## src/rtl/pipe_stage_reg.sv

```systemverilog
// -----------------------------------------------------------------------------
// pipe_stage_reg
//
// Two-entry elastic pipeline register (main register plus skid register)
// with a valid/ready handshake on both sides. Out_Data always comes straight
// from the main register. In_Ready is decoded from state and Flush only, so
// there is no combinational path from Out_Ready back to In_Ready. This keeps
// long ready chains out of the timing path when stages are cascaded. Unused
// entries are held at zero, so an idle stage always presents a zero bubble.
//
// Parameters
//   DATA_W     payload width in bits (1..256)
//   CNT_W      width of the saturating stall-cycle counter (4..32)
//
// Ports
//   Clk        sole clock; all state updates on the rising edge
//   Reset      synchronous, active-high; overrides Flush and both handshakes
//   Flush      synchronous flush; discards every held entry
//   In_Valid   upstream entry present on In_Data
//   In_Ready   stage can accept an entry this cycle
//   In_Data    upstream payload
//   Out_Valid  Out_Data holds a valid entry
//   Out_Ready  downstream accepts Out_Data this cycle
//   Out_Data   payload to the next stage
//   Occupancy  number of held entries (0, 1 or 2)
//   Stall_Cnt  count of cycles with Out_Valid=1 and Out_Ready=0, saturating
// -----------------------------------------------------------------------------
module pipe_stage_reg #(
  parameter int DATA_W = 32,
  parameter int CNT_W  = 16
) (
  input  logic              Clk,
  input  logic              Reset,
  input  logic              Flush,
  input  logic              In_Valid,
  output logic              In_Ready,
  input  logic [DATA_W-1:0] In_Data,
  output logic              Out_Valid,
  input  logic              Out_Ready,
  output logic [DATA_W-1:0] Out_Data,
  output logic [1:0]        Occupancy,
  output logic [CNT_W-1:0]  Stall_Cnt
);

  // The state encoding is the entry count, so Occupancy is the state itself.
  typedef enum logic [1:0] {
    EMPTY = 2'd0,
    ONE   = 2'd1,
    TWO   = 2'd2
  } stateT;

  stateT             state;
  stateT             stateNext;
  logic [DATA_W-1:0] mainReg;
  logic [DATA_W-1:0] mainNext;
  logic [DATA_W-1:0] skidReg;
  logic [DATA_W-1:0] skidNext;
  logic [CNT_W-1:0]  stallCnt;
  logic              accept;
  logic              emit;

  // Output decodes. Each one depends only on registered state (and on Flush
  // for In_Ready).
  assign In_Ready  = (state != TWO) && !Flush;
  assign Out_Valid = (state != EMPTY);
  assign Out_Data  = mainReg;
  assign Occupancy = state;
  assign Stall_Cnt = stallCnt;

  assign accept = In_Valid & In_Ready;
  assign emit   = Out_Valid & Out_Ready;

  // Next-state and register-load logic.
  always_comb begin
    // NOTE: every signal written here gets a default value first. Without
    // those defaults, a path that does not assign a signal would infer a latch.
    stateNext = state;
    mainNext  = mainReg;
    skidNext  = skidReg;

    if (Flush) begin
      // A downstream emit in this cycle still counts as delivered. Everything
      // else the stage holds is dropped.
      stateNext = EMPTY;
      mainNext  = '0;
      skidNext  = '0;
    end else begin
      case (state)
        EMPTY: begin
          if (accept) begin
            stateNext = ONE;
            mainNext  = In_Data;
          end
        end
        ONE: begin
          case ({accept, emit})
            2'b11: mainNext = In_Data;          // pass-through, full rate
            2'b10: begin                        // downstream stalled: park it
              stateNext = TWO;
              skidNext  = In_Data;
            end
            2'b01: begin                        // drained: zero bubble
              stateNext = EMPTY;
              mainNext  = '0;
            end
            default: ;                          // hold
          endcase
        end
        TWO: begin
          // In_Ready is low in TWO, so the only event here is a drain.
          if (emit) begin
            stateNext = ONE;
            mainNext  = skidReg;
            skidNext  = '0;
          end
        end
        default: begin
          // Encoding 2'b11 is unreachable. Recover to a clean empty stage.
          stateNext = EMPTY;
          mainNext  = '0;
          skidNext  = '0;
        end
      endcase
    end
  end

  // State, payload registers and stall counter.
  always_ff @(posedge Clk) begin
    // NOTE: sequential state uses non-blocking assignments. All registers then
    // update together from the values they held before the edge.
    if (Reset) begin
      state    <= EMPTY;
      mainReg  <= '0;
      skidReg  <= '0;
      stallCnt <= '0;
    end else begin
      state   <= stateNext;
      mainReg <= mainNext;
      skidReg <= skidNext;
      // The counter saturates instead of wrapping, and Flush leaves it alone.
      if (Out_Valid && !Out_Ready && (stallCnt != {CNT_W{1'b1}})) begin
        stallCnt <= stallCnt + CNT_W'(1);
      end
    end
  end

endmodule
```

## config.mk

```make
export PLATFORM = sky130hd
export DESIGN_NAME = pipe_stage_reg
export DESIGN_NICKNAME = d
export VERILOG_FILES = /design/src/rtl/pipe_stage_reg.sv
export SDC_FILE = /design/constraint.sdc
export NUM_CORES = 1
export LEC_CHECK = 0
export CAP_MARGIN = 20
export CELL_PAD_IN_SITES_DETAIL_PLACEMENT = 1
export CELL_PAD_IN_SITES_GLOBAL_PLACEMENT = 2
export CORE_AREA = 2 2 115 117
export DETAILED_ROUTE_END_ITERATION = 8
export DIE_AREA = 0 0 117 119
export GPL_TIMING_DRIVEN = 0
export PLACE_DENSITY_LB_ADDON = 0.1
export REMOVE_ABC_BUFFERS = 1
export SETUP_SLACK_MARGIN = 0.1
export SYNTH_ARGS = -nofsm -noshare
export SYNTH_HDL_FRONTEND = slang
export SYNTH_SLANG_ARGS = --single-unit
```

## constraint.sdc

```tcl
create_clock -name Clk -period 2.3 [get_ports Clk]
set_input_delay 0.345 -clock Clk [delete_from_list [all_inputs] [get_ports Clk]]
set_output_delay 0.345 -clock Clk [all_outputs]
set_load 0.01 [all_outputs]
```

==> out/metrics.cfg <==
[finish]
layoutNonFillerInstCount=666
finalCoreUtilization_pct=40.0
postLayoutCellArea_um2=5150
nets=523
drive_above_1_share_pct=8.37
diodes=0
area_delta_synth_final_pct=42.0

[clocking]
cts_root_buf=clkbuf_16
clock_sinks=82
cts_tree=done
numCtsBuffers=9
clk_pin_slew_worst_paths_ps=60
htreeDepth=3
cts_hold_buf=0
cts_buffer_depth=2
clock_latency_ps=340

[critical_path]
cp_data_required_time_ps=2560
critPathKind=reg2reg
end_kind=register
worstPathArrival_ps=2320
crit_path_max_fanout=6
cpMaxStageDelayCell=or4_4
crit_path_cell_trace=ha_1 -> nand4_1 -> or4_4 -> or4_1 -> a21oi_1
path_delay_family=simple AND/OR/NAND/NOR gates
crit_buf_inv=0
max_stage_delay_ps=510
crit_path_start_kind=register

[placement]
gp_congestion=0.679
dp_cells=649
place_ws_ps=-483
place_area_um2=4790
port_buffers=88
dp_hpwl_um=7210

[route]
drt_iter0_markers=129
drc=0
avgRoutedWirePerCell_um=16.4
first_pass_iters=4
dr_total_vias=3323
finalWirelength_um=11000
viasPerCell=4.99
drtAntennaViolNets=0

[timing]
whs_ps=448
drv_slew=0
period_minus_slack_ps=2050
final-setup-viol-count=0
skew_ps=4.03
clock.fmax_mhz=487
setup_slack_ps=246
rsz0062_at_grt=no
worstMarginPinSlew_ps=734
period_share_pct=89.3
tns_ps=0
slew_headroom_pct=51.0
hold_violations=0

[global_route]
antenna_found_initial=0
grt_use_total_pct=16.6
overflow=0
grt_first_pass_wirelength_um=18000
grt_pass1_vias=3477
grt_max_degree=47

[die]
dieArea_um2=13900
rows=42
die_h_um=119
initial_core_util_pct=28.2
core_area_um2=12900
die_w_um=117
num_io_pins=89

[synth]
synth_edf_count=0
syn_area_per_cell_um2=8.87
yosysMostFrequentCell=dfxtp_1
netlist_top_cells_area=dfxtp_1 45%, mux2i_1 9.4%, a221oi_1 7.7%
yosys.area.top_type=dfxtp_1
netlist_top_cells_count=82 x dfxtp_1, 71 x nor2_1, 37 x nor3_1, 34 x mux2i_1
synthCells=409
synth_ff_type=dfxtp_1
synth_area_um2=3630
synth_seq_cells=82
ys_types=39
synth.top_cell.area_share_pct=45.3
yosysSeqAreaShare_pct=45.3
async_flop_share_pct=0
ys.warnings.count=0

[power_and_ir_drop]
p_int_mw=2.64
power_density_nw_per_um2=668
swShare_pct=23.1
switchingPower_mw=0.793
power_frac_comb_pct=11.8
ir_drop_mv=0.440
seq_power_share_pct=42.9
leakage_nw=1.73
power.share.clock_pct=45.3
total_power_mw=3.44

[run]
maxCapViolCount=0

[outcome]
status=completed

[worst_hold_path]
min-delay-path-class=in2reg

-- worst min-delay path: stages --
cell,delay (ps)
dlymetal6s2s_1,200
a21oi_1,160
nor3_1,50
-- per-layer routing --
metal / up-vias / wire, µm / GRT usage, %
met5: - / 0 / 0
met4: 0 / 119 / 3.97
met3: 7 / 477 / 5.09
met2: 60 / 5480 / 28.1
met1: 1632 / 4880 / 20.5
li1: 1624 / - / -
-- what timing repair did --
| action | CTS | global route |
|---|---|---|
| pin swaps | 1 | 0 |
| endpoints found under the setup margin | 41 | 30 |
| hold endpoints to repair | 0 | 0 |
| gates resized for setup | 3 | 7 |
| setup buffers | 1 | 0 |
| cloned | 0 | 0 |
-- sequential cells by signal, indices dropped and copies added, names as in the netlist --
signal     flops
skidReg       32
Occupancy      2
Out_Data      32
Stall_Cnt     16
-- power groups by stage --
stage | registers, mW | logic, mW | clock network, mW
after detailed placement | 1.51 | 0.407 | 0
after floorplan | 1.51 | 0.160 | 0
after CTS | 1.47 | 0.413 | 1.61
after global routing | 1.48 | 0.446 | 1.67
final | 1.47 | 0.405 | 1.56
after global placement | 1.50 | 0.378 | 0
-- placed cells by master, fill, tap and decap left out, types with 2 or more instances in the layout --
master           instances
nor3_1                  37
or4_1                    5
nand2b_1                 4
or2_2                    4
nand2_1                  6
a221oi_1                32
nor3b_1                  2
inv_1                    4
buf_16                   2
and2_1                  32
bufinv_16                2
dfxtp_1                 80
o31ai_1                  6
mux2_2                   2
buf_12                   3
dlymetal6s2s_1           3
nor2_1                  71
nand4_1                  3
clkbuf_1                 4
mux2i_1                 34
or3_1                    4
buf_8                    3
nand3_1                  5
o21ai_0                  3
clkdlybuf4s50_1         85
clkbuf_16                9
dfxtp_2                  2
a21oi_1                 13
nor4_1                   4
nor2b_1                  2
-- cells by family (layout without fill, tap and decap cells) --
kind of cell	Yosys count	after routing	share of synthesized area [%]
AND/OR/NAND/NOR	187	187	26.5
flip-flops	82	82	45.3
AO/OA/AOI/OAI	66	66	13.8
buffers and inverters	37	118	4.11
multiplexers	36	36	10.0
adder cells (fa/ha/maj)	1	1	0.345
-- final cells by class --
class | count | area, µm²
Fill cell | 1473 | 7730
Multi-Input combinational cell | 290 | 1890
Sequential cell | 82 | 1640
Timing Repair Buffer | 98 | 1060
Clock buffer | 14 | 254
Tap cell | 176 | 220
Clock inverter | 2 | 60.1
Inverter | 4 | 15.0
-- path summary, 6_finish.rpt --
check | from | to | slack, ps | cells after the start
setup reg to reg | Stall_Cnt[0] | Stall_Cnt[14] | 250 | 5
setup / recovery | Stall_Cnt[0] | Stall_Cnt[14] | 250 | 5
hold / removal | In_Valid | Occupancy[1] | 450 | 3
hold reg to reg | Out_Data[13] | Out_Data[13] | 490 | 2
Note: power is estimated with default switching activity, not from simulation.
